## src/rtl/ecc_mem_ctrl.sv

```systemverilog
// ecc_mem_ctrl
//   Drives port A of a dual-port RAM that stores Hamming(12,8) codewords.
//   Host writes are encoded before they reach the RAM. Host reads and background
//   scrub reads are checked and corrected, and single-bit errors are written back.
//   A scrubber walks every address at a fixed interval. It competes with the host
//   for the RAM, and contended grants alternate between the two.
//
// Ports
//   i_clk, i_rst        clock (rising edge), asynchronous active-high reset
//   i_req/i_we/i_addr   host request, held until o_ack; direction and address
//   i_wdata             host write byte
//   o_ack               one-cycle completion pulse for a host operation
//   o_rdata             corrected read byte, valid with o_ack on reads
//   o_err_corr          with o_ack: single-bit error corrected
//   o_err_uncorr        with o_ack: uncorrectable syndrome, o_rdata is raw
//   i_scrub_en          runs the scrub interval timer
//   o_scrub_busy        a scrub access is in flight
//   o_corr_count        saturating count of corrected words (host + scrub)
//   o_ram_*             RAM port A: enable pulse, write enable, address, codeword
//   i_ram_dout          codeword read from RAM port A
module ecc_mem_ctrl #(
  parameter int ADDR_WIDTH     = 3,
  parameter int DATA_WIDTH     = 12,
  parameter int READ_LATENCY   = 3,
  parameter int WRITE_LATENCY  = 3,
  parameter int SCRUB_INTERVAL = 64
) (
  input  logic                  i_clk,
  input  logic                  i_rst,
  input  logic                  i_req,
  input  logic                  i_we,
  input  logic [ADDR_WIDTH-1:0] i_addr,
  input  logic [7:0]            i_wdata,
  output logic                  o_ack,
  output logic [7:0]            o_rdata,
  output logic                  o_err_corr,
  output logic                  o_err_uncorr,
  input  logic                  i_scrub_en,
  output logic                  o_scrub_busy,
  output logic [7:0]            o_corr_count,
  output logic                  o_ram_en,
  output logic                  o_ram_we,
  output logic [ADDR_WIDTH-1:0] o_ram_addr,
  output logic [DATA_WIDTH-1:0] o_ram_din,
  input  logic [DATA_WIDTH-1:0] i_ram_dout
);

  localparam int MAXLAT = (READ_LATENCY > WRITE_LATENCY) ? READ_LATENCY : WRITE_LATENCY;
  localparam int LW     = (MAXLAT > 1) ? $clog2(MAXLAT) : 1;
  localparam int TW     = $clog2(SCRUB_INTERVAL);

  typedef enum logic [1:0] {ST_IDLE, ST_WR_WAIT, ST_RD_WAIT, ST_WB_WAIT} state_t;

  // Data bits sit at positions 3,5,6,7,9,10,11,12 (bit index = position-1).
  function automatic logic [11:0] encode(input logic [7:0] d);
    logic [11:0] c;
    c     = '0;
    c[2]  = d[0];
    c[4]  = d[1];
    c[5]  = d[2];
    c[6]  = d[3];
    c[8]  = d[4];
    c[9]  = d[5];
    c[10] = d[6];
    c[11] = d[7];
    c[0]  = c[2] ^ c[4] ^ c[6] ^ c[8] ^ c[10];
    c[1]  = c[2] ^ c[5] ^ c[6] ^ c[9] ^ c[10];
    c[3]  = c[4] ^ c[5] ^ c[6] ^ c[11];
    c[7]  = c[8] ^ c[9] ^ c[10] ^ c[11];
    return c;
  endfunction

  function automatic logic [7:0] extract(input logic [11:0] c);
    return {c[11], c[10], c[9], c[8], c[6], c[5], c[4], c[2]};
  endfunction

  function automatic logic [3:0] syndrome(input logic [11:0] c);
    logic [3:0] s;
    s = '0;
    for (int unsigned k = 0; k < 12; k++)
      if (c[k]) s ^= 4'(k + 1);
    return s;
  endfunction

  state_t                  state, state_n;
  logic [LW-1:0]           cnt, cnt_n;
  logic                    ack_q, ack_n;
  logic [7:0]              rdata_q, rdata_n;
  logic                    corr_q, corr_n;
  logic                    uncorr_q, uncorr_n;
  logic                    en_q, en_n;
  logic                    we_q, we_n;
  logic [ADDR_WIDTH-1:0]   addr_q, addr_n;
  logic [DATA_WIDTH-1:0]   din_q, din_n;
  logic                    cur_scrub, cur_scrub_n;
  logic                    prio_host, prio_host_n;
  logic [ADDR_WIDTH-1:0]   ptr, ptr_n;
  logic [7:0]              count, count_n;
  logic                    grant_scrub;
  logic [TW-1:0]           timer;
  logic                    scrub_pending;

  logic [3:0]              syn;
  logic                    is_corr, is_uncorr;
  logic [11:0]             fixed_word;

  always_comb begin
    syn        = syndrome(i_ram_dout);
    is_corr    = (syn != 4'd0) && (syn <= 4'd12);
    is_uncorr  = (syn >= 4'd13);
    fixed_word = i_ram_dout;
    for (int unsigned k = 0; k < 12; k++)
      if (syn == 4'(k + 1)) fixed_word[k] = ~fixed_word[k];
  end

  always_ff @(posedge i_clk or posedge i_rst) begin
    if (i_rst) begin
      state     <= ST_IDLE;
      cnt       <= '0;
      ack_q     <= 1'b0;
      rdata_q   <= '0;
      corr_q    <= 1'b0;
      uncorr_q  <= 1'b0;
      en_q      <= 1'b0;
      we_q      <= 1'b0;
      addr_q    <= '0;
      din_q     <= '0;
      cur_scrub <= 1'b0;
      prio_host <= 1'b0;
      ptr       <= '0;
      count     <= '0;
    end else begin
      state     <= state_n;
      cnt       <= cnt_n;
      ack_q     <= ack_n;
      rdata_q   <= rdata_n;
      corr_q    <= corr_n;
      uncorr_q  <= uncorr_n;
      en_q      <= en_n;
      we_q      <= we_n;
      addr_q    <= addr_n;
      din_q     <= din_n;
      cur_scrub <= cur_scrub_n;
      prio_host <= prio_host_n;
      ptr       <= ptr_n;
      count     <= count_n;
    end
  end

  always_comb begin
    state_n     = state;
    cnt_n       = cnt;
    ack_n       = 1'b0;
    rdata_n     = rdata_q;
    corr_n      = 1'b0;
    uncorr_n    = 1'b0;
    en_n        = 1'b0;
    we_n        = we_q;
    addr_n      = addr_q;
    din_n       = din_q;
    cur_scrub_n = cur_scrub;
    prio_host_n = prio_host;
    ptr_n       = ptr;
    count_n     = count;
    grant_scrub = 1'b0;

    case (state)
      ST_IDLE: begin
        // prio_host flips only on contended grants, so contention alternates
        if (scrub_pending && i_req) prio_host_n = ~prio_host;
        if (scrub_pending && (!i_req || !prio_host)) begin
          grant_scrub = 1'b1;
          en_n        = 1'b1;
          we_n        = 1'b0;
          addr_n      = ptr;
          cur_scrub_n = 1'b1;
          cnt_n       = '0;
          state_n     = ST_RD_WAIT;
        end else if (i_req) begin
          en_n        = 1'b1;
          addr_n      = i_addr;
          cur_scrub_n = 1'b0;
          cnt_n       = '0;
          if (i_we) begin
            we_n    = 1'b1;
            din_n   = encode(i_wdata);
            state_n = ST_WR_WAIT;
          end else begin
            we_n    = 1'b0;
            state_n = ST_RD_WAIT;
          end
        end
      end
      ST_WR_WAIT: begin
        cnt_n = cnt + LW'(1);
        if (cnt == LW'(WRITE_LATENCY - 1)) begin
          ack_n   = 1'b1;
          state_n = ST_IDLE;
        end
      end
      ST_RD_WAIT: begin
        cnt_n = cnt + LW'(1);
        if (cnt == LW'(READ_LATENCY - 1)) begin
          if (cur_scrub) begin
            ptr_n = ptr + ADDR_WIDTH'(1);
          end else begin
            ack_n    = 1'b1;
            rdata_n  = is_corr ? extract(fixed_word) : extract(i_ram_dout);
            corr_n   = is_corr;
            uncorr_n = is_uncorr;
          end
          if (is_corr) begin
            if (count != 8'hFF) count_n = count + 8'd1;
            // writeback enable becomes visible alongside the host ack
            en_n    = 1'b1;
            we_n    = 1'b1;
            din_n   = fixed_word;
            cnt_n   = '0;
            state_n = ST_WB_WAIT;
          end else begin
            state_n = ST_IDLE;
          end
        end
      end
      ST_WB_WAIT: begin
        cnt_n = cnt + LW'(1);
        if (cnt == LW'(WRITE_LATENCY - 1)) state_n = ST_IDLE;
      end
      default: state_n = ST_IDLE;
    endcase
  end

  // A timer expiry on the same edge as a scrub grant re-arms pending.
  always_ff @(posedge i_clk or posedge i_rst) begin
    if (i_rst) begin
      timer         <= '0;
      scrub_pending <= 1'b0;
    end else begin
      if (grant_scrub) scrub_pending <= 1'b0;
      if (i_scrub_en) begin
        if (timer == TW'(SCRUB_INTERVAL - 1)) begin
          timer         <= '0;
          scrub_pending <= 1'b1;
        end else begin
          timer <= timer + TW'(1);
        end
      end
    end
  end

  assign o_ack        = ack_q;
  assign o_rdata      = rdata_q;
  assign o_err_corr   = corr_q;
  assign o_err_uncorr = uncorr_q;
  assign o_scrub_busy = cur_scrub && (state != ST_IDLE);
  assign o_corr_count = count;
  assign o_ram_en     = en_q;
  assign o_ram_we     = we_q;
  assign o_ram_addr   = addr_q;
  assign o_ram_din    = din_q;

endmodule

```

## config.mk

```make
export PLATFORM = sky130hd
export DESIGN_NAME = ecc_mem_ctrl
export DESIGN_NICKNAME = d
export VERILOG_FILES = /design/src/rtl/ecc_mem_ctrl.sv
export SDC_FILE = /design/constraint.sdc
export NUM_CORES = 1
export LEC_CHECK = 0
export BUFFER_PORTS_ARGS = -buffer_cell sky130_fd_sc_hd__buf_4
export CORE_ASPECT_RATIO = 1.4
export CORE_UTILIZATION = 45
export DETAILED_ROUTE_END_ITERATION = 12
export GPL_ROUTABILITY_DRIVEN = 0
export MAX_ROUTING_LAYER = met4
export PLACE_DENSITY_LB_ADDON = 0.2
export SLEW_MARGIN = 0
export SYNTH_ARGS = -nofsm -noshare
export SYNTH_HDL_FRONTEND = slang
export SYNTH_SLANG_ARGS = --single-unit
```

## constraint.sdc

```tcl
create_clock -name i_clk -period 2.5 [get_ports i_clk]
set_clock_uncertainty 0.1 [all_clocks]
set_input_delay 0.125 -clock i_clk [delete_from_list [all_inputs] [get_ports i_clk]]
set_output_delay 0.125 -clock i_clk [all_outputs]
set_load 0.05 [all_outputs]
```

; Word level (Yosys, flattened, before mapping)
; Index checks and enable logic that the tools add are counted.
[totals]
register_bits = 52
inputBits = 28
output_inout_bits = 37
word_cells = 181
[classes]
add_sub_neg = 4
n_lt_le_gt_ge = 2
n_eq_ne = 25
n_mux = 74
bitwise = 39
reduce_logical = 21
[ops]
columns = op, n
row1 = $mux W12, 5
row2 = $mux W1, 38
row3 = $mux W2, 12
row4 = $pmux W12 S2, 1
row5 = $eq A4 B4 Y1 const B, 5
row6 = $mux W4, 5
row7 = $mux W3, 6
row8 = $eq A4 B3 Y1 const B, 4
row9 = $not A1 Y1, 14
row10 = $xor A1 B1 Y1, 14
row11 = $not A2 Y2, 6
row12 = $pmux W2 S3, 2
row13 = $ne A2 B2 Y1 const B, 5
row14 = $reduce_and A3 Y1, 3
row15 = $add A8 B1 Y8 const B, 1
row16 = $eq A4 B2 Y1 const B, 2
row17 = $mux W8, 1
row18 = $ne A8 B8 Y1 const B, 1
row19 = $reduce_and A4 Y1, 2
row20 = $add A6 B1 Y6 const B, 1
row21 = $eq A2 B2 Y1 const B, 3
row22 = $eq A6 B6 Y1 const B, 1
row23 = $mux W6, 1
row24 = $not A3 Y3, 2
row25 = 19 further kinds, 30

; Depth between registers and ports, before layout
; Gate-level depths: netlist (run 1).
[logic_depth]
word_depth = 25
ltp_mapped = 9
ltp_nobuf = 8

; Worst setup path before layout (run 1)
; No wires, ideal clock.
[synth_path]
path_kind = register to register
startpoint = register state[0]
endpoint = register din_q[6], in the netlist o_ram_din[6]
setup_ns = 0.128
arrival_ns = 1.814
t_required_ns = 2.272
slack_ns = 0.458
path_stages_with_launch = 10
path_buffers = 1
period_less_slack_ns = 2.042
path_cell_list = dfrtp_1 > inv_1 > ha_1 > buf_6 > and2b_2 > a41oi_1 > nor2_1 > a22o_1 > a31oi_1 > o31ai_1
[synth_via]
elab_chain_cells = 3
elab_cells_between_ends = 10
classes_between = 6 x eq/ne / 1 x mux / 3 x reduce/logical
[synth_lines]
columns = item, line_no
row1 = "start, declared", 85  ; state_t state, state_n;
row2 = "start signal, assigned", 133  ; state <= state_n;
row3 = $eq A2 B2 Y1 / $logic_not A2 Y1 (equally long branches), 167  ; case (state)
row4 = $ne A2 B2 Y1 (no line) / $reduce_bool A2 Y1 (equally long branches), --
row5 = $reduce_and A6 Y1 (no line), --
row6 = "end signal, assigned", 142  ; din_q <= din_n;
row7 = "end, declared", 94  ; logic [DATA_WIDTH-1:0] din_q, din_n;
; Several ways; a longest one is shown, not always the timed one.
; A chain may end at the register's enable or synchronous reset.

; Worst setup path in the final report (run 1)
; Same ends and word-level chain as after synthesis.

==> results list, run 1 <==
- Result of the run: finished, final reports clean
- For this run, design rule violations remaining after detail routing come to 0.
- Number of cells traversed by the worst register-to-register path: 8
- Number of pins exceeding their max-slew limit in the final report: 0
- PortBufs: 64
- In this run the mean area of a mapped cell was 10.5 µm².
* Wire length of the first global-routing pass: 11500 µm
- Number of flip-flops and latches in the synthesized netlist: 52
- Source of the critical timing path: state[0]
* Transition time at the pin with the least slew margin: 0.673 ns
- Along the worst path, the maximum fanout reaches 8.
- The number of antenna violations at the first check in global routing is 0.
- The top cell types in the final layout, fill and taps aside, are buf_4, dfrtp_1, nand2_1.
- Area of the die: 7290 µm²
- Measured along the x axis, the die boundary spans 72.5 µm.
* Number of sinks on the clock net: 52
- For this run, the detailed router's first-pass iteration total came to 4.
* Synth Instances: 299
- During I/O placement, the number of pins put on the boundary was 65.
- The worst hold path was traced through 3 stages.
- Setup violations remaining at the end of the flow were counted as 0.
* TritonCTS clock tree: done
* Via-to-Cell Ratio: 5.35
* Syn-to-layout area delta: 25.6%
- STA classifies the critical path startpoint as a flip-flop.
* Sort of element at the end of the critical path: flip-flop
- Post-layout minimum cycle time: 2.30 ns
* Synth Warn #: 0
* Headroom to the max-slew limit: 0.551
* Total Negative Setup Slacks: 0 ns
* R2r endpoint: o_ram_din[6]
- Required @ worst endpoint: 2.58 ns
- From bottom edge to top edge, the die measures 101 µm.
- In this run the critical register-to-register path is launched from state[0].
* Core footprint: 6660 µm²
- Critical Path AT: 2.38 ns
* Main flop type after synthesis: dfrtp_1
- In the finished design, the share of the clock period the worst path needs comes to 0.918.
- In the final layout, flip-flops and latches occupy 1300 µm².
- Of all cell types, the one taking the most synthesized area is dfrtp_1.
* Top post-synthesis cells by area: dfrtp_1, xnor2_1, nand2_1
- Worst setup path category: flip-flop to flip-flop
- The longest clock path from root to sink contains 2 buffers.
- For flop-to-flop paths, the worst setup slack is 0.20 ns.
- Summing all multi-input logic gate instances after layout gives 1740 µm².
- # rows: 35
* Antenna viol nets, final: 0
- The tightest min-delay check is of the input pin to flip-flop type.
- Fill cell instance count of the final layout: 616
* HPWL after DPL: 5230 µm
* Maximum level of the CTS H-tree: 2
* Combined global-route utilization of all metal layers: 0.209
* Largest net degree at the start of global routing: 53
- Number of clock buffers inserted by TritonCTS: 5
- After clock tree synthesis, the clock-pin slew on the worst setup and hold paths is 0.10 ns.
- Later-pin clock latency in the skew report: 0.31 ns
- Net count of the mapped netlist: 336
- In this run the most critical hold path is launched from i_addr[0].
- PwrDens: 1310 nW/µm²
- In this run the clock root is driven by a clkbuf_8.
* Number of instances in the placed design: 456
- Leak: 1.81 nW
- Leading cell type in the layout, fill and taps excluded: buf_4
- For this run, the post-layout net count is 410.
- The share of the Yosys chip area taken by registers is 0.416.
* Fraction of final layout cells with drive strength greater than 1: 0.299
- Global routing finished with a remaining overflow of 0.
* Total detailed-routing wirelength: 6980 µm
* Max IR drop VDD: 0.899 mV
* Wire length per cell after detailed routing: 15.0 µm
- Number of standard cells in the layout, taps in and fillers out: 466
* Number of max-cap violations: 0
* Final Util: 0.590
- For this run, asynchronously set or reset flops after synthesis account for 1.00.
* Setup repair after global routing missed its margin: false
* Total vias in the final route: 2492
- The cell area that synthesis handed to floorplanning was 3130 µm².
* Count of distinct cell types in the synthesized netlist: 58
- Post-synth EDFFs: 0
* DR iter-0 viols: 187
- The number of global-route vias before repair was 2489.
- The path with the worst hold slack has its endpoint at o_ram_addr[0].
- Of the post-synthesis cell area, the dominant cell type holds 0.416.
* Antenna diode count: 0
- Initial Util: 0.470
- The number of hold-slack violations in the final timing report is 0.
* Maximum operating frequency: 0.436 GHz
-- per-layer routing --
metal / vias up / track usage / routed length (µm)
li1: 1215 / - / -
met1: 1194 / 0.253 / 3000
met2: 70 / 0.348 / 3490
met3: 13 / 0.0290 / 290
met4: 0 / 0.0830 / 206
met5: - / - / 0
-- cell type report --
cell class,instances,share of cell area
well taps,92,0.0293
flip-flops and latches,52,0.331
clock buffers,5,0.0175
multi-input cells,230,0.444
clock inverters,3,0.0229
inverters,7,0.00669
repair buffers,77,0.148
-- report_power, final --
part	internal [mW]	switching (mW)
Sequential	1.18	0.288
Combinational	1.08	1.82
Clock	0.500	0.289
-- how the worst max path moves through the flow --
stage,endpoint
CTS,o_ram_din[6]
floorplan,o_ram_din[6]
detailed placement,o_ram_din[9]
finish,o_ram_din[6]
global placement,o_ram_din[10]
global route,o_ram_din[8]
-- flip-flops by register name, summed over array words and instances, names as in the netlist --
signal / cells
cnt: 2
cur_scrub: 1
o_ack: 1
o_corr_count: 8
o_err_corr: 1
o_err_uncorr: 1
o_ram_addr: 3
o_ram_din: 12
o_ram_en: 1
o_ram_we: 1
o_rdata: 8
prio_host: 1
ptr: 3
scrub_pending: 1
state: 2
timer: 6
-- critical path: stages (launching register included) --
cell	delay, ns
dfrtp_1	0.42
inv_1	0.10
ha_1	0.34
and2b_2	0.30
a41oi_1	0.26
nor2_1	0.19
a22o_1	0.22
a31oi_1	0.13
o31ai_1	0.10
-- stage by stage --
| step | cell area (µm²) | setup slack, ns | hold slack (ns) | total power [mW] |
|---|---|---|---|---|
| 5_1_grt | 3930 | 0.0133 | 0.0215 | 5.48 |
| 2_1_floorplan | 3130 | 0.458 | 0.175 | 3.58 |
| 3_3_place_gp | 3750 | 0.256 | 0.262 | 4.34 |
| 6_report | 3930 | 0.205 | 0.0196 | 5.16 |
| 3_5_place_dp | 3750 | 0.215 | 0.258 | 4.40 |
| 4_1_cts | 3930 | 0.206 | 0.0148 | 5.20 |
-- what timing repair did --
action                                 in CTS  in global routing
hold buffers                                2                  0
setup buffers                               0                  0
endpoints found under the hold margin      54                  0
resized for setup                           0                  0
-- logic make-up after synthesis --
| logic type | share of synthesized area |
|---|---|
| and+or+nand+nor | 0.158 |
| AOI/OAI and AO/OA | 0.156 |
| DFF | 0.416 |
| xor gates and xnor gates | 0.167 |
| buffers and inverters | 0.0268 |
| muxes | 0.0412 |
| adders and majority gates | 0.0360 |
-- cells in the mapped netlist, drive strengths merged, types with 2 or more instances --
cell type  number
buf             6
a21boi          3
and2            3
nor3            6
xnor3           3
a31oi          13
o22a            3
xnor2          30
a21oi           5
clkbuf          4
nand4           7
xor3            2
xor2           12
nand2          34
nand3          11
a22o            6
and3            4
mux2i           5
nor2b           2
o21ai          20
o31ai           8
inv             7
dfrtp          52
mux2            7
nand2b          4
ha              9
nor2           15
o21bai          2
o22ai           3
Note: power is estimated with default switching activity, not from simulation.
==> inputs of run 2 (changes only) <==
--- a/config.mk
+++ b/config.mk
@@ -5,7 +5,7 @@
 export SDC_FILE = /design/constraint.sdc
 export NUM_CORES = 1
 export LEC_CHECK = 0
-export BUFFER_PORTS_ARGS = -buffer_cell sky130_fd_sc_hd__buf_4
+export BUFFER_PORTS_ARGS = -buffer_cell sky130_fd_sc_hd__buf_2
 export CORE_ASPECT_RATIO = 1.4
 export CORE_UTILIZATION = 45
 export DETAILED_ROUTE_END_ITERATION = 12
==> run 2 against run 1 <==
First-iteration DRC count fell by 21%. Register-to-register slack improved by 0.08 ns. Maximum frequency rose by 3.5%. Sequential share of layout area rose by 1.9 points. Setup slack improved by 0.078 ns. Utilization fell by 3.3 points. Die area did not move. Design area fell by 5.5%. Largest cell class unchanged. Highest routed layer unchanged.
==> results list, run 2 (synthesis results as in run 1) <==
- The HPWL after detailed placement is 5400 µm (was 5230 µm).
- Number of instances resized during post-cts repair: 0 (unchanged)
- The number of clock sinks was 52 (unchanged).
- The row count was 35 (unchanged).
- The origin of the critical flop-to-flop path is scrub_pending (was state[0]).
- The die span in y is 101 µm (unchanged).
- The total congestion overflow after global routing is 0 (unchanged).
- The setup TNS after final layout came to 0 ns (unchanged).
- Number of pins exceeding their max-slew limit in the final report: 0 (unchanged)
* Nets@finish: 409 (was 410)
* Total vias in the final route: 2489 (was 2492)
* Clock-pin slew of the registers on the worst-case setup and hold paths: 0.10 ns (about the same)
- The flip-flop count of the largest register after layout came to 12 (unchanged).
- The fraction of final layout cells with drive strength greater than 1 came to 0.298 (was 0.299).
- Area of the die: 7290 µm² (unchanged)
- The class of the tightest hold or removal check is input pin to flip-flop (unchanged).
- The shortest period the worst path allows came to 2.22 ns (was 2.30 ns).
- The number of vias per cell after detailed routing came to 5.35 (about the same).
- CTS Buffer Depth: 2 (unchanged)
- Commonest cells after routing, fill and taps aside: buf_2, dfrtp_1, nand2_1 (was buf_4, dfrtp_1, nand2_1).
* Pre-CTS setup slack: 0.179 ns (was 0.215 ns)
- Headroom to the max-slew limit: 0.686 (was 0.551)
* Share of the cycle needed by the critical path after routing: 0.887 (was 0.918)
* Drt drc: 0 (unchanged)
- The depth of the most critical reg-to-reg path is 6 (was 8).
* Number of antenna violations at the first check in global routing: 0 (unchanged)
- The required time reported for the critical path endpoint is 2.58 ns (about the same).
- The H-tree depth reported by CTS was 2 (unchanged).
- PwrDens: 1290 nW/µm² (was 1310 nW/µm²)
* Combined global-route utilization of all metal layers: 0.211 (was 0.209)
- Syn-to-layout area delta: 18.6% (was 25.6%)
- The initial core utilization was 0.470 (unchanged).
- Wire length per cell after detailed routing: 14.9 µm (was 15.0 µm)
- The max-capacitance violation count came to 0 (unchanged).
- Critical Path AT: 2.30 ns (was 2.38 ns)
- TritonCTS clock tree: done (unchanged)
- The worst setup slack after layout is 0.283 ns (was 0.205 ns).
- Worst setup path endpoint: o_ram_din[7] (was o_ram_din[6])
* Antenna viol nets, final: 0 (unchanged)
- The number of global-route vias before repair is 2498 (was 2489).
* Result of the run: finished, final reports clean (unchanged)
* Max IR drop VDD: 0.833 mV (was 0.899 mV)
- PortBufs: 64 (unchanged)
* Number of clock buffers inserted by TritonCTS: 5 (unchanged)
* Maximum operating frequency: 0.451 GHz (was 0.436 GHz)
* Source of the critical timing path: scrub_pending (was state[0])
- The filler cell count came to 614 (was 616).
- The largest fanout on the critical path was 7 (was 8).
- Worst setup path category: flip-flop to flip-flop (unchanged)
- Antenna diode count: 0 (unchanged)
- The first-pass GRT wire length is 11500 µm (about the same).
- The pin slew with the least headroom to its limit came to 0.470 ns (was 0.673 ns).
- Initial DRT Pass Iterations: 4 (unchanged)
* Die W: 72.5 µm (unchanged)
* Clock root cell: clkbuf_8 (unchanged)
- The endpoint of the worst register-to-register path was o_ram_din[7] (was o_ram_din[6]).
- Setup repair after global routing missed its margin: false (unchanged)
- Total detailed-routing wirelength: 6940 µm (was 6980 µm)
- Later-pin clock latency in the skew report: 0.31 ns (about the same)
- Critical path launch point type: flip-flop (unchanged)
* Ports: 65 (unchanged)
- Setup violators final: 0 (unchanged)
* Setup slack of the worst register-to-register path: 0.28 ns (was 0.20 ns)
* Core footprint: 6660 µm² (unchanged)
* Largest net degree at the start of global routing: 23 (was 53)
- DR iter-0 viols: 147 (was 187)
- Sort of element at the end of the critical path: flip-flop (unchanged)
* Final hold viol count: 0 (unchanged)
* Leak: 1.74 nW (was 1.81 nW)
* Leading cell type in the layout, fill and taps excluded: buf_2 (was buf_4)
==> run 2: changes by cell type in the layout (fill, tap and decap cells not counted) <==
| cell | change |
|---|---|
| dlygate4sd3_1 | -1 |
| buf_4 | -64 |
| clkbuf_1 | +1 |
| buf_2 | +64 |
| inv_6 | +1 |
| bufinv_16 | -2 |
==> run 2: critical path, cell delays in order (launching register included) <==
cell	delay, ns
dfrtp_1	0.44
a21boi_2	0.22
or2b_2	0.35
o21bai_1	0.35
nand2_1	0.29
nor3_1	0.28
a311oi_2	0.06
==> run 2: how the worst min path moves through the flow <==
stage / startpoint / to / slack (ns) / cells after the start
floorplan: i_scrub_en / timer[2] / 0.17 / 2
global placement: i_rst / o_rdata[5] / 0.07 / 2
detailed placement: i_rst / o_rdata[5] / 0.07 / 2
CTS: i_addr[1] / o_ram_addr[1] / 0.005 / 3
global route: i_addr[1] / o_ram_addr[1] / 0.03 / 3
finish: i_addr[0] / o_ram_addr[0] / 0.004 / 3
==> run 2: repair_timing <==
action,in CTS,in global routing
setup buffers,0,0
hold buffers,1,0
endpoints found under the hold margin,20,0
==> run 2: final cells by class <==
cell class | instances | area [µm²] | share of cell area
Clock buffer | 6 | 72.6 | 0.0196
Tap cell | 92 | 115 | 0.0310
Inverter | 7 | 26.3 | 0.00708
Sequential cell | 52 | 1300 | 0.351
Multi-Input combinational cell | 230 | 1740 | 0.470
Timing Repair Buffer | 76 | 413 | 0.111
Clock inverter | 2 | 38.8 | 0.0105
==> run 2: per-stage QoR <==
| step | area (µm²) | hold slack [ns] | total power [mW] | cells | utilization |
|---|---|---|---|---|---|
| floorplan | 3130 | 0.175 | 3.58 | 299 | - |
| global placement | 3590 | 0.0672 | 4.15 | 456 | 0.539 |
| detailed placement | 3590 | 0.0657 | 4.22 | 456 | 0.539 |
| CTS | 3710 | 0.00503 | 4.82 | 465 | 0.557 |
| global route | 3710 | 0.0290 | 5.13 | 465 | 0.557 |
| finish | 3710 | 0.00444 | 4.78 | 465 | 0.557 |
==> run 2: report_power, final <==
group	internal, mW	switching [mW]
Clock	0.303	0.292
Sequential	1.18	0.272
Combinational	0.918	1.81
==> run 2: per-layer routing <==
layer | wire length, µm | up-vias | global-route usage
li1 | - | 1209 | -
met1 | 2890 | 1193 | 0.248
met2 | 3470 | 68 | 0.352
met3 | 270 | 19 | 0.0310
met4 | 304 | 0 | 0.0995
met5 | 0 | - | -
